[src/rtl/acc_drain_ctrl.sv]
// Drain sequencer for the accumulator bank: walks rows, requantizes each row
// and hands it downstream through a 2-entry output FIFO.
module acc_drain_ctrl #(
  parameter int DEPTH       = 8,
  parameter int ARRAY_M     = 8,
  parameter int DATA_WIDTH  = 32,
  parameter int OUT_WIDTH   = 8,
  parameter int SHIFT_WIDTH = 5,
  parameter int IDX_WIDTH   = $clog2(DEPTH)
) (
  input  logic                          clk,
  input  logic                          reset,
  input  logic                          start,
  input  logic [SHIFT_WIDTH-1:0]        shift,
  input  logic                          relu_en,
  output logic                          busy,
  output logic                          done,
  output logic [IDX_WIDTH*ARRAY_M-1:0]  acc_idx_set,
  output logic [ARRAY_M-1:0]            acc_enable_set,
  output logic                          acc_drain,
  input  logic [ARRAY_M*DATA_WIDTH-1:0] acc_data,
  output logic                          out_valid,
  input  logic                          out_ready,
  output logic [ARRAY_M*OUT_WIDTH-1:0]  out_data,
  output logic [IDX_WIDTH-1:0]          out_row
);

  typedef enum logic [1:0] {IDLE, ISSUE, FLUSH, DONE} state_t;

  localparam logic [IDX_WIDTH-1:0]         LAST_ROW = IDX_WIDTH'(DEPTH - 1);
  localparam logic signed [DATA_WIDTH:0]   SAT_MAX  = (DATA_WIDTH+1)'(2**(OUT_WIDTH-1) - 1);
  localparam logic signed [DATA_WIDTH:0]   SAT_MIN  = ~SAT_MAX;

  state_t                       state, state_nxt;
  logic [IDX_WIDTH-1:0]         row_q, row_nxt;
  logic [SHIFT_WIDTH-1:0]       shift_q, shift_nxt;
  logic                         relu_q, relu_nxt;
  logic                         issue, pop;

  logic [ARRAY_M*OUT_WIDTH-1:0] q_row_p0;
  logic                         head_vld_p1, tail_vld_p1;
  logic [ARRAY_M*OUT_WIDTH-1:0] head_data_p1, tail_data_p1;
  logic [IDX_WIDTH-1:0]         head_row_p1, tail_row_p1;

  // Rounding right shift (half up) with optional ReLU, kept one bit wider
  // than the accumulator so the rounding add cannot overflow.
  function automatic logic signed [DATA_WIDTH:0] requant(
    input logic signed [DATA_WIDTH-1:0] v,
    input logic [SHIFT_WIDTH-1:0]       s,
    input logic                         relu
  );
    logic signed [DATA_WIDTH:0] x, rnd, r;
    x = {v[DATA_WIDTH-1], v};
    if (s == '0) begin
      r = x;
    end else if (int'(s) >= DATA_WIDTH) begin
      r = x[DATA_WIDTH] ? '1 : '0;
    end else begin
      rnd = {{DATA_WIDTH{1'b0}}, 1'b1} << (s - 1'b1);
      r   = (x + rnd) >>> s;
    end
    if (relu && r[DATA_WIDTH]) r = '0;
    return r;
  endfunction

  function automatic logic signed [OUT_WIDTH-1:0] saturate(input logic signed [DATA_WIDTH:0] r);
    if (r > SAT_MAX) return SAT_MAX[OUT_WIDTH-1:0];
    if (r < SAT_MIN) return SAT_MIN[OUT_WIDTH-1:0];
    return r[OUT_WIDTH-1:0];
  endfunction

  assign pop   = head_vld_p1 && out_ready;
  assign issue = (state == ISSUE) && (!tail_vld_p1 || pop);

  always_comb begin
    state_nxt = state;
    row_nxt   = row_q;
    shift_nxt = shift_q;
    relu_nxt  = relu_q;
    case (state)
      IDLE: if (start) begin
        shift_nxt = shift;
        relu_nxt  = relu_en;
        row_nxt   = '0;
        state_nxt = ISSUE;
      end
      ISSUE: if (issue) begin
        row_nxt = row_q + 1'b1;
        if (row_q == LAST_ROW) state_nxt = FLUSH;
      end
      // Leave as soon as the FIFO will be empty after this edge.
      FLUSH: if (!head_vld_p1 || (!tail_vld_p1 && pop)) state_nxt = DONE;
      DONE:  state_nxt = IDLE;
      default: state_nxt = IDLE;
    endcase
  end

  always_ff @(posedge clk or negedge reset) begin
    if (!reset) begin
      state   <= IDLE;
      row_q   <= '0;
      shift_q <= '0;
      relu_q  <= 1'b0;
    end else begin
      state   <= state_nxt;
      row_q   <= row_nxt;
      shift_q <= shift_nxt;
      relu_q  <= relu_nxt;
    end
  end

  assign busy           = (state == ISSUE) || (state == FLUSH);
  assign done           = (state == DONE);
  assign acc_drain      = issue;
  assign acc_enable_set = {ARRAY_M{issue}};
  assign acc_idx_set    = issue ? {ARRAY_M{row_q}} : '0;

  // Stage p0: requantize the row read in the issue cycle.
  always_comb begin
    q_row_p0 = '0;
    for (int m = 0; m < ARRAY_M; m++)
      q_row_p0[OUT_WIDTH*m +: OUT_WIDTH] =
        saturate(requant(acc_data[DATA_WIDTH*m +: DATA_WIDTH], shift_q, relu_q));
  end

  // Stage p1: 2-entry FIFO, head slot drives the outputs.
  always_ff @(posedge clk or negedge reset) begin
    if (!reset) begin
      head_vld_p1 <= 1'b0;
      tail_vld_p1 <= 1'b0;
    end else begin
      case ({issue, pop})
        2'b10: if (!head_vld_p1) head_vld_p1 <= 1'b1;
               else              tail_vld_p1 <= 1'b1;
        2'b01: begin
          head_vld_p1 <= tail_vld_p1;
          tail_vld_p1 <= 1'b0;
        end
        default: ;
      endcase
    end
  end

  always_ff @(posedge clk) begin
    case ({issue, pop})
      2'b10: if (!head_vld_p1) begin
        head_data_p1 <= q_row_p0;
        head_row_p1  <= row_q;
      end else begin
        tail_data_p1 <= q_row_p0;
        tail_row_p1  <= row_q;
      end
      2'b01: begin
        head_data_p1 <= tail_data_p1;
        head_row_p1  <= tail_row_p1;
      end
      2'b11: if (tail_vld_p1) begin
        head_data_p1 <= tail_data_p1;
        head_row_p1  <= tail_row_p1;
        tail_data_p1 <= q_row_p0;
        tail_row_p1  <= row_q;
      end else begin
        head_data_p1 <= q_row_p0;
        head_row_p1  <= row_q;
      end
      default: ;
    endcase
  end

  assign out_valid = head_vld_p1;
  assign out_data  = head_vld_p1 ? head_data_p1 : '0;
  assign out_row   = head_vld_p1 ? head_row_p1  : '0;

endmodule

[config.mk]
export PLATFORM = sky130hd
export DESIGN_NAME = acc_drain_ctrl
export DESIGN_NICKNAME = d
export VERILOG_FILES = /design/src/rtl/acc_drain_ctrl.sv
export SDC_FILE = /design/constraint.sdc
export NUM_CORES = 2
export LEC_CHECK = 0
export ABC_AREA = 1
export CAP_MARGIN = 10
export CORE_ASPECT_RATIO = 0.9
export CORE_MARGIN = 4
export CORE_UTILIZATION = 40
export DETAILED_ROUTE_END_ITERATION = 6
export SLEW_MARGIN = 20
export SYNTH_ARGS = -nofsm -noshare
export SYNTH_HDL_FRONTEND = slang
export SYNTH_SLANG_ARGS = --single-unit
[constraint.sdc]
create_clock -name clk -period 7.6 [get_ports clk]
set_input_delay 1.52 -clock clk [delete_from_list [all_inputs] [get_ports clk]]
set_output_delay 1.52 -clock clk [all_outputs]
set_load 0.005 [all_outputs]
==> metrics.md <==
| Metric | Value |
|---|---|
| Status | complete, no violations |
| Req. time, crit path | 7.97 ns |
| Static leakage | 0.0284 uW |
| DPL Wire Length | 208000 um |
| Setup Viol. Count Final | 0 |
| CTS root buf | clkbuf_16 |
| Final worst path period share | 90.7% |
| Switching Fraction | 64.8% |
| Placer congestion estimate | 1.04 |
| FMAX | 0.145 GHz |
| Routed len/inst | 23.5 um |
| Max IR drop VDD | 0.000441 V |
| Power share of the clock group | 4.6% |
| Vias in the first global route | 59252 |
| Detailed Route Iter0 Violations | 8699 |
| Layout Skew | 0.0117 ns |
| FP Rows | 118 |
| Worst slew pin tran | 1.15 ns |
| Worst hold-check path type | register to register |
| DR vias/cell | 5.92 |
| Post-CTS sizing | 0 |
| Total power | 19100 uW |
| Largest net degree at the start of global routing | 169 |
| Total CTS buffers | 17 |
| Global-route wire length before repair | 378000 um |
| Layout net count | 9883 |
| Longest Clk Path Bufs | 2 |
| Psw | 12400 uW |
| Hold buffers post-CTS | 0 |
| Top-area cell type share of the netlist area | 26.9% |
| Mapped Nets | 9806 |
| Worst skew pair latency | 0.51 ns |
| Synth area leader | nand2_1 |
| Pwr/cell area | 368 nW/um^2 |
| Layout area overhead | 11.7% |
| CP Launch Point | shift_q[2] |
| Slew HR | 23.2% |
| Footprint of the multi-input gates | 36000 um^2 |
| Via Count | 65311 |
| Postcts setup bufs | 0 |
| RSZ-0062 raised after global routing | false |
| Fin crit period | 6.90 ns |
| Port buffer count | 368 |
| Crit end category | register |
| Post-Syn Instances | 9362 |
| Main synth FF type | edfxtp_1 |
| Slowest stage delay, CP | 0.71 ns |
| CP arrival | 7.26 ns |
| Comb pwr share | 86.8% |
| Syn. warnings | 0 |
| Post-synth EDFFs | 134 |
| Post-DRT Antenna Nets | 0 |
| Synthesized area per cell | 4.97 um^2 |
| Die width | 367 um |
| CTS H-tree lvls | 4 |
| Number of fill cells | 13235 |
| Initial antenna violation count | 10 |
| Grt ovf | 0 |
| Worst Path Max Fanout | 37 |
| Sequential power share | 8.6% |
| Pins over their slew limit | 0 |
| Sequential cell area | 4370 um^2 |
| Reg clk slew, reported paths | 0.07 ns |
| Seq/Total Area, Yosys | 9.35% |
| Async SR Flop Fraction | 8.84% |
| Final TNS setup | 0 ns |
| Setup crit start kind | register |
| Cell Area, Synth | 46500 um^2 |
| Most common cell in the netlist | nand2_1 |
| Final Hold Fails | 0 |
| DRT Wirelength | 259000 um |
| Cell mode on critical path | nand2_1 |
| Fraction of layout cells with a size suffix above 1 | 2.84% |
| DRT Pass-1 Iters | 7 |
| Starting density of the core | 40.3% |
| Highest-delay cell along the critical path | dfrtp_4 |
| Die height | 332 um |
| Critical setup path kind | register to register |
| I/O pins | 369 |
| RR Startpoint | shift_q[2] |
| Hold wc startpoint | row_q[0] |
| Post-synth cell types | 57 |
| GRT Util Overall | 40.6% |
| List of most frequent post-synthesis cells | nand2_1 (3333), nand3_1 (2059), inv_1 (1166), nor2_1 (710), o21ai_0 (353) |
| Clock sinks | 147 |
| Synthesis-stage register bit count | 147 |
| Cell-internal power | 6730 uW |
| CTS tree | built |
| CORE AREA | 115000 um^2 |
| Ranking of synthesized cells by area | nand2_1 (27%), nand3_1 (22%), inv_1 (9.4%) |
| DRC | 0 |
| Die ar. | 122000 um^2 |
| Max-cap viol count | 0 |
power by group through the flow:
stage          combinational (uW)  sequential (uW)  clock, uW
4_1_cts                     16100             1630        880
3_3_place_gp                16000             1650          0
3_5_place_dp                16000             1650          0
2_1_floorplan               11100             1450          0
5_1_grt                     18200             1660        910
6_report                    16600             1640        874
per-layer routing:
metal	track usage [%]	vias up	part of all wire, %
li1	-	30854	-
met1	53.6	29778	41
met2	60.6	3925	41
met3	7.29	748	10
met4	26.0	6	7.7
met5	0	-	0.016
worst paths after layout:
check	to	slack (ns)	cells after the start
setup / recovery	head_data_p1[59]	0.70	31
setup reg to reg	head_data_p1[59]	0.70	31
max in group asynchronous	shift_q[0]	6.12	1
min in group asynchronous	state[1]	1.02	1
hold / removal	tail_row_p1[0]	0.47	0
hold reg to reg	tail_row_p1[0]	0.47	0
placed cells by master, fill, tap and decap left out, types with 8 or more instances in the layout:
| cell type | n |
|---|---|
| and3_1 | 12 |
| o21ai_1 | 20 |
| a21oi_1 | 340 |
| a31oi_1 | 32 |
| o21bai_1 | 19 |
| nand2_2 | 25 |
| inv_1 | 1163 |
| mux2i_1 | 10 |
| nor2_4 | 13 |
| a221oi_1 | 9 |
| nand3_1 | 2059 |
| o2111ai_1 | 41 |
| o21a_1 | 26 |
| nand3_2 | 14 |
| nor2_1 | 697 |
| diode_2 | 11 |
| nor3_1 | 63 |
| o31ai_1 | 11 |
| edfxtp_1 | 134 |
| a21boi_0 | 26 |
| nand3b_1 | 42 |
| nor2_2 | 11 |
| buf_4 | 112 |
| clkdlybuf4s50_1 | 367 |
| o21ai_0 | 352 |
| nand4_1 | 94 |
| xor2_1 | 56 |
| clkbuf_16 | 17 |
| nor4_1 | 8 |
| nand2_1 | 3333 |
| o211ai_1 | 33 |
| ha_1 | 178 |
| or2_2 | 8 |
cells by family after synthesis:
family / synth area share [%]
AOI/OAI and AO/OA: 11.9
xor gates and xnor gates: 1.17
adders and majority gates: 4.79
buffers and inverters: 13.6
DFF: 9.35
muxes: 0.215
and+or+nand+nor: 59.1
stage by stage:
step	hold WS [ns]	cells	setup slack [ns]	cell area [um^2]	util [%]
floorplan	0.451	9362	1.50	46500	-
global placement	0.464	10980	0.994	51400	44.6
detailed placement	0.464	10980	0.983	51400	44.6
CTS	0.474	11012	0.950	51900	45.1
global route	0.479	11015	0.403	52000	45.1
finish	0.474	11023	0.704	52000	45.1
final cells by class:
cell class | instances | share of cell area [%]
repair buffers | 485 | 8.87
clock inverters | 15 | 0.282
flip-flops and latches | 147 | 8.41
diodes | 11 | 0.0530
multi-input cells | 7612 | 69.2
inverters | 1176 | 8.57
well taps | 1560 | 3.76
clock buffers | 17 | 0.819
critical path: cells and delay by family, from the launching register on:
kind | cells | cell delay (ns)
buf+inv | 2 | 0.51
fa+ha+maj | 1 | 0.33
flops | 1 | 0.71
compound gates | 4 | 1.12
simple gates | 24 | 4.06
flip-flops by register name, indices dropped and copies added (netlist names):
signal / count
state: 2
row_q: 3
shift_q: 5
head_data_p1: 64
tail_row_p1: 3
tail_vld_p1: 1
tail_data_p1: 64
head_row_p1: 3
out_valid: 1
relu_q: 1
Note: power is estimated with default switching activity, not from simulation.
